**src/rtl/priv_trap_ctrl.sv**
```systemverilog
// priv_trap_ctrl: sequences every privilege transition of the hart.
// Traps (exception/interrupt) and xRET are arbitrated in IDLE, the pipeline is
// flushed, privilege and trap CSRs are committed in a single cycle, then the PC
// redirect is issued. This block is the only writer of the privilege register.
// Optional feature macro: PRIV_SMODE_EN (supervisor mode, trap delegation, SRET).
module priv_trap_ctrl #(
   parameter int XLEN    = 32,
   parameter int CAUSE_W = 5
) (
   input  logic               clock,
   input  logic               reset_n,
   input  logic [1:0]         priv_rval,
   output logic               priv_w_en,
   output logic [1:0]         priv_w_val,
   input  logic               exc_valid,
   input  logic [CAUSE_W-1:0] exc_cause,
   input  logic [XLEN-1:0]    exc_pc,
   input  logic [XLEN-1:0]    exc_tval,
   input  logic               irq_valid,
   input  logic [CAUSE_W-1:0] irq_cause,
   input  logic [XLEN-1:0]    irq_pc,
   input  logic               mret_valid,
   input  logic               sret_valid,
   output logic               req_ready,
   input  logic [XLEN-1:0]    mstatus_in,
   input  logic [XLEN-1:0]    medeleg,
   input  logic [XLEN-1:0]    mideleg,
   input  logic [XLEN-1:0]    mtvec,
   input  logic [XLEN-1:0]    stvec,
   input  logic [XLEN-1:0]    mepc,
   input  logic [XLEN-1:0]    sepc,
   output logic               flush_req,
   input  logic               flush_ack,
   output logic               csr_we,
   output logic [1:0]         csr_tgt,
   output logic [XLEN-1:0]    csr_epc,
   output logic [XLEN-1:0]    csr_tval,
   output logic [XLEN-1:0]    csr_cause,
   output logic [XLEN-1:0]    csr_mstatus,
   output logic               csr_trap,
   output logic               redirect_valid,
   output logic [XLEN-1:0]    redirect_pc,
   input  logic               redirect_ready
);

   typedef enum logic [1:0] {
      ST_IDLE     = 2'd0,
      ST_FLUSH    = 2'd1,
      ST_COMMIT   = 2'd2,
      ST_REDIRECT = 2'd3
   } state_t;

   localparam logic [1:0] KIND_EXC  = 2'd0;
   localparam logic [1:0] KIND_IRQ  = 2'd1;
   localparam logic [1:0] KIND_MRET = 2'd2;
   localparam logic [1:0] KIND_SRET = 2'd3;

   localparam logic [1:0] PRIV_U = 2'b00;
   localparam logic [1:0] PRIV_S = 2'b01;
   localparam logic [1:0] PRIV_M = 2'b11;

   // mstatus field positions
   localparam int SIE_B  = 1;
   localparam int MIE_B  = 3;
   localparam int SPIE_B = 5;
   localparam int MPIE_B = 7;
   localparam int SPP_B  = 8;
   localparam int MPP_LO = 11;
   localparam int MPP_HI = 12;

   state_t               state_reg, state_next;
   logic [1:0]           kind_reg;
   logic [CAUSE_W-1:0]   cause_reg;
   logic [XLEN-1:0]      pc_reg;
   logic [XLEN-1:0]      tval_reg;
   logic [1:0]           priv_reg;
   logic [XLEN-1:0]      redirect_pc_reg;

   // acceptance path
   logic                 irq_ok;
   logic                 accept;
   logic [1:0]           acc_kind;
   logic [CAUSE_W-1:0]   acc_cause;
   logic [XLEN-1:0]      acc_pc;
   logic [XLEN-1:0]      acc_tval;

   // commit path
   logic                 trap_c;
   logic                 intr_c;
   logic                 to_s_c;
   logic [CAUSE_W-1:0]   code_c;
   logic [XLEN-1:0]      tval_c;
   logic [1:0]           tgt_c;
   logic [1:0]           new_priv_c;
   logic [XLEN-1:0]      mstatus_c;
   logic [XLEN-1:0]      redir_c;

`ifdef PRIV_SMODE_EN
   logic [XLEN-1:0]      deleg_mask;
   logic [XLEN-1:0]      deleg_sh;
`else
   // Delegation and supervisor CSRs have no effect without S-mode.
   logic                 unused_smode_inputs;
   assign unused_smode_inputs = ^{medeleg, mideleg, stvec, sepc};
`endif

   // Interrupts are taken below M regardless of MIE; at M only when MIE is set.
   assign irq_ok = irq_valid && ((priv_rval != PRIV_M) || mstatus_in[MIE_B]);

   // Fixed-priority request selection: exc > irq > mret > sret.
   // xRET has no dedicated PC bus; the retiring instruction's PC arrives on exc_pc.
   always_comb begin
      accept    = 1'b0;
      acc_kind  = KIND_EXC;
      acc_cause = exc_cause;
      acc_pc    = exc_pc;
      acc_tval  = exc_tval;
      if (exc_valid) begin
         accept = 1'b1;
      end else if (irq_ok) begin
         accept    = 1'b1;
         acc_kind  = KIND_IRQ;
         acc_cause = irq_cause;
         acc_pc    = irq_pc;
         acc_tval  = '0;
      end else if (mret_valid) begin
         accept    = 1'b1;
         acc_kind  = KIND_MRET;
         acc_cause = '0;
         acc_tval  = '0;
      end else if (sret_valid) begin
         accept    = 1'b1;
         acc_kind  = KIND_SRET;
         acc_cause = '0;
         acc_tval  = '0;
      end
   end

   // State register.
   always_ff @(posedge clock or negedge reset_n) begin
      if (!reset_n) state_reg <= ST_IDLE;
      else          state_reg <= state_next;
   end

   // Next-state logic.
   always_comb begin
      state_next = state_reg;
      unique case (state_reg)
         ST_IDLE:     if (accept)         state_next = ST_FLUSH;
         ST_FLUSH:    if (flush_ack)      state_next = ST_COMMIT;
         ST_COMMIT:                       state_next = ST_REDIRECT;
         ST_REDIRECT: if (redirect_ready) state_next = ST_IDLE;
         default:                         state_next = ST_IDLE;
      endcase
   end

   // Latch the accepted request; capture the redirect target during commit.
   always_ff @(posedge clock or negedge reset_n) begin
      if (!reset_n) begin
         kind_reg        <= KIND_EXC;
         cause_reg       <= '0;
         pc_reg          <= '0;
         tval_reg        <= '0;
         priv_reg        <= PRIV_U;
         redirect_pc_reg <= '0;
      end else begin
         if (state_reg == ST_IDLE && accept) begin
            kind_reg  <= acc_kind;
            cause_reg <= acc_cause;
            pc_reg    <= acc_pc;
            tval_reg  <= acc_tval;
            priv_reg  <= priv_rval;
         end
         if (state_reg == ST_COMMIT) redirect_pc_reg <= redir_c;
      end
   end

   // Commit values: legal xRET restores state, anything else is a trap
   // (an xRET at insufficient privilege becomes illegal-instruction, cause 2).
   always_comb begin
      trap_c     = 1'b1;
      intr_c     = (kind_reg == KIND_IRQ);
      to_s_c     = 1'b0;
      code_c     = cause_reg;
      tval_c     = tval_reg;
      tgt_c      = PRIV_M;
      new_priv_c = PRIV_M;
      mstatus_c  = mstatus_in;
      redir_c    = {mtvec[XLEN-1:2], 2'b00};
`ifdef PRIV_SMODE_EN
      deleg_mask = '0;
      deleg_sh   = '0;
`endif
      if (kind_reg == KIND_MRET && priv_reg == PRIV_M) begin
         trap_c                    = 1'b0;
         new_priv_c                = mstatus_in[MPP_HI:MPP_LO];
         mstatus_c[MIE_B]          = mstatus_in[MPIE_B];
         mstatus_c[MPIE_B]         = 1'b1;
         mstatus_c[MPP_HI:MPP_LO]  = PRIV_U;
         redir_c                   = mepc;
`ifdef PRIV_SMODE_EN
      end else if (kind_reg == KIND_SRET && priv_reg != PRIV_U) begin
         trap_c            = 1'b0;
         tgt_c             = PRIV_S;
         new_priv_c        = {1'b0, mstatus_in[SPP_B]};
         mstatus_c[SIE_B]  = mstatus_in[SPIE_B];
         mstatus_c[SPIE_B] = 1'b1;
         mstatus_c[SPP_B]  = 1'b0;
         redir_c           = sepc;
`endif
      end else begin
         if (kind_reg == KIND_MRET || kind_reg == KIND_SRET) begin
            code_c = CAUSE_W'(2);
            tval_c = '0;
            intr_c = 1'b0;
         end
`ifdef PRIV_SMODE_EN
         deleg_mask = intr_c ? mideleg : medeleg;
         deleg_sh   = deleg_mask >> code_c;
         to_s_c     = !priv_reg[1] && deleg_sh[0];
`endif
         if (to_s_c) begin
            tgt_c             = PRIV_S;
            new_priv_c        = PRIV_S;
            mstatus_c[SPIE_B] = mstatus_in[SIE_B];
            mstatus_c[SIE_B]  = 1'b0;
            mstatus_c[SPP_B]  = priv_reg[0];
            redir_c           = {stvec[XLEN-1:2], 2'b00};
         end else begin
            mstatus_c[MPIE_B]         = mstatus_in[MIE_B];
            mstatus_c[MIE_B]          = 1'b0;
            mstatus_c[MPP_HI:MPP_LO]  = priv_reg;
         end
      end
   end

   // Outputs decoded from state; commit values are only driven during COMMIT.
   always_comb begin
      req_ready      = (state_reg == ST_IDLE);
      flush_req      = (state_reg == ST_FLUSH);
      priv_w_en      = 1'b0;
      priv_w_val     = PRIV_U;
      csr_we         = 1'b0;
      csr_tgt        = 2'b00;
      csr_trap       = 1'b0;
      csr_epc        = '0;
      csr_tval       = '0;
      csr_cause      = '0;
      csr_mstatus    = '0;
      redirect_valid = (state_reg == ST_REDIRECT);
      redirect_pc    = '0;
      if (state_reg == ST_COMMIT) begin
         priv_w_en   = 1'b1;
         priv_w_val  = new_priv_c;
         csr_we      = 1'b1;
         csr_tgt     = tgt_c;
         csr_trap    = trap_c;
         csr_mstatus = mstatus_c;
         if (trap_c) begin
            csr_epc   = pc_reg;
            csr_tval  = tval_c;
            csr_cause = {intr_c, {(XLEN-1-CAUSE_W){1'b0}}, code_c};
         end
      end
      if (state_reg == ST_REDIRECT) redirect_pc = redirect_pc_reg;
   end

endmodule

```
**config.mk**
```make
export PLATFORM = sky130hd
export DESIGN_NAME = priv_trap_ctrl
export DESIGN_NICKNAME = d
export VERILOG_FILES = /design/src/rtl/priv_trap_ctrl.sv
export SDC_FILE = /design/constraint.sdc
export NUM_CORES = 1
export LEC_CHECK = 0
export BUFFER_PORTS_ARGS = -buffer_cell sky130_fd_sc_hd__buf_2
export CAP_MARGIN = 20
export CORE_AREA = 2 2 199 201
export DETAILED_ROUTE_END_ITERATION = 12
export DIE_AREA = 0 0 201 203
export PLACE_DENSITY = 0.45
export SETUP_SLACK_MARGIN = 0.02
export SYNTH_ARGS = -nofsm -noshare
export SYNTH_HDL_FRONTEND = slang
export SYNTH_SLANG_ARGS = --single-unit
```
**constraint.sdc**
```tcl
create_clock -name clock -period 1.73 [get_ports clock]
set_input_delay 0.173 -clock clock [delete_from_list [all_inputs] [get_ports clock]]
set_output_delay 0.173 -clock clock [all_outputs]
set_load 0.02 [all_outputs]
```
==> results by group <==
Status
  • Status: finished, violations left
  • Failing checks: setup timing

Yosys
  • Yosys top cell by area: dfrtp_1
  • Syn_area_per_cell: 9.711 um2
  • Yosys top cell area share: 0.4573
  • Top-count cell post-synth: dfrtp_1
  • Synth top area cells: dfrtp_1, mux2i_1, and2_1
  • Post-synth top cells: dfrtp_1, and2_1, nor2_1
  • Register bit total from synthesis: 107
  • Mapped Area: between 0.005 and 0.006 mm2
  • Fraction of registers with async set/reset: 1.000
  • Synth cell types: 33
  • Post-synthesis instance total: 603
  • EDFF count, synth: 0
  • Main synth FF type: dfrtp_1
  • Syn. warnings: 0
  • Seq/Total Area, Yosys: 0.4573

Critical path
  • CP arrival: 1.77 ns
  • Crit path kind: flop to output port
  • Worst path max stage delay: 0.40 ns
  • CP Cell Sequence: nand4b_1, buf_6, buf_12, buf_16, and3_1, buf_6
  • CP max-delay cell: dfrtp_1
  • Most used cell, CP: buf_6
  • CP startpoint kind: flop
  • Critical Path Sink Type: output port
  • Critical Path RT: 1.56 ns
  • R2r setup slk: roughly 0.040 ns
  • Crit path max fanout: 11

Layout
  • Non-Filler Instances: 1522
  • P&R area growth vs syn: 79.10%
  • Share of layout cells above drive strength 1: 0.5269
  • Ant. Diodes: 0
  • Nets: 1343

Floorplanning
  • DIE HEIGHT: just over 200 um
  • Initial cell density of the core: 0.1522
  • Die span in x: 201 um
  • Core area: 0.03847 mm2
  • DIE AREA: 0.04080 mm2
  • # rows: 72
  • IO Pins: 510

STA
  • Final Skew: around 0.013 ns
  • Max Transition Viols Final: 0
  • Fin crit period: between 1.5 and 2 ns
  • Final period util: 1.124
  • Final WS setup: -0.2148 ns
  • Max Fclk: 514.2 MHz
  • RSZ-0062 raised after global routing: yes
  • Worst hold slack: 0.02739 ns
  • Finish-stage setup viols: ~130
  • Hold Fails Final Rpt: 0

Pwr
  • PwrDens: 1746 mW/mm2
  • Internal power: 10.91 mW
  • Leak: 5.395 nW
  • Worst VDD drop: 0.7551 mV
  • Tot Pwr: 18.31 mW
  • Logic pwr share: 0.639
  • Sequential share of power: 0.226
  • Sw Ratio: 0.4041
  • Net Switching: 7.400 mW
  • Clk pwr share: 0.135

Global routing
  • Met2 usage: 0.1773
  • Largest net degree at the start of global routing: 63
  • GRT Resource Usage Total: 0.1051
  • Initial antenna violation count: 1
  • GRT Max-Usage Layer: met2
  • Global routing met3 resource utilization: 0.02568
  • GR Util met1: 0.1312
  • Vias in the first global route: between 5000 and 6000
  • First-pass GRT wire length: 32.33 mm
  • Grt total ovfl: 0

Detailed routing
  • Residual DRC: 0
  • ANT nets after route: 0
  • Average wire per standard cell: 16.40 um
  • Drt pass-1 iters: 4
  • WL final: 24.97 mm
  • DR vias: 5774
  • Vias per cell: 3.794
  • Iter 0 DRT Violations: 187

Clock network
  • CTS HTree Levels: 3
  • Clock buffer depth: 2
  • Clock Sink Count: ~110
  • CTS tree: built
  • Clock transition at path regs: approximately 0.080 ns
  • CTS Buf Count: 9
  • Clock Latency Late Sink: 0.38 ns
  • Root Buffer: clkbuf_16

Placement
  • RePlAce Congestion: 0.7287
  • Setup Slack @ Placement: 0.01406 ns
  • Dpl hpwl: 15.30 mm
  • PortBufs: 353
  • Placed cells: around 1400

Flow run
  • Max-cap violations: 0

Min path
  • Worst hold path class: input port to flop
==> final timing paths <==
check / startpoint / end / cells after the start
max: kind_reg[0] / csr_epc[26] / 6
min: exc_tval[13] / tval_reg[13] / 2
max reg2reg: state_reg[1] / pc_reg[18] / 9
min reg2reg: tval_reg[9] / tval_reg[9] / 1
max in group asynchronous: reset_n / pc_reg[1] / 3
min in group asynchronous: reset_n / tval_reg[29] / 3
==> power groups by stage <==
stage | clock (mW) | combinational, mW | sequential (mW)
floorplan | 0 | 5.24 | 4.00
global placement | 0 | 7.87 | 4.12
detailed placement | 0 | 7.89 | 4.15
CTS | 2.61 | 9.04 | 4.09
global route | 2.70 | 12.6 | 4.29
finish | 2.48 | 11.7 | 4.13
==> what timing repair did <==
action                                  in CTS  in global routing
pin swaps                                    3                  5
endpoints found under the hold margin      123                  0
gates cloned                                 7                 15
buffers inserted                            10                 14
resized for setup                           92                239
endpoints found under the setup margin     140                228
hold buffers                                17                  0
==> worst max-delay path, delay by kind of cell (launching register included) <==
kind          cells  cell delay, ns
buf+inv           4            0.59
flops             1            0.40
simple gates      2            0.39
==> layout make-up <==
cell class                 count  area (um2)
clock buffer                  10       229.0
fill                        4128       27980
inverter                      12       45.04
multi-input combinational    430        3079
tap                          518       648.1
sequential                   107        2678
timing repair buffer         439        3695
clock inverter                 6       113.9
==> per-layer routing <==
| metal | up-vias | part of all wire | wire [um] |
|---|---|---|---|
| met4 | 0 | 0.022 | 550 |
| met1 | 2738 | 0.43 | 10690 |
| met3 | 29 | 0.057 | 1414 |
| met5 | - | 0 | 0 |
| met2 | 215 | 0.49 | 12320 |
| li1 | 2792 | - | - |
==> kinds of logic (layout without fill, tap and decap cells) <==
family                   Yosys count  in the layout  share of synthesized area
adder cells (fa/ha/maj)            4              4                   0.008547
other                              1             26                  0.0006404
flip-flops                       107            107                     0.4573
buffers and inverters             91            467                    0.08739
AO/OA/AOI/OAI                    115            115                     0.1303
AND/OR/NAND/NOR                  220            220                     0.2028
multiplexers                      65             65                     0.1130
==> per-stage QoR <==
stage               instance area (um2)  setup TNS, ns    util
floorplan                          5981              0       -
global placement                   8273              0  0.2151
detailed placement                 8273              0  0.2151
CTS                                9350         -19.51  0.2431
global route                      10490         -25.86  0.2726
finish                            10490         -14.94  0.2726
==> cell usage in the layout, fill, tap and decap left out, types with 4 or more instances in the layout <==
master	n
buf_8	5
buf_2	236
mux2i_1	61
nor2_2	5
nand2_1	9
nand3_1	5
o21a_1	4
buf_12	17
a21oi_2	8
dlygate4sd3_1	17
buf_4	42
buf_16	6
clkbuf_16	18
nor2_1	60
and3_4	15
inv_1	9
and2_1	53
a22o_1	32
and3_1	19
a21oi_1	57
and2_4	46
buf_6	105
dfrtp_1	107
conb_1	26
Power figures use the tool's default switching activity.
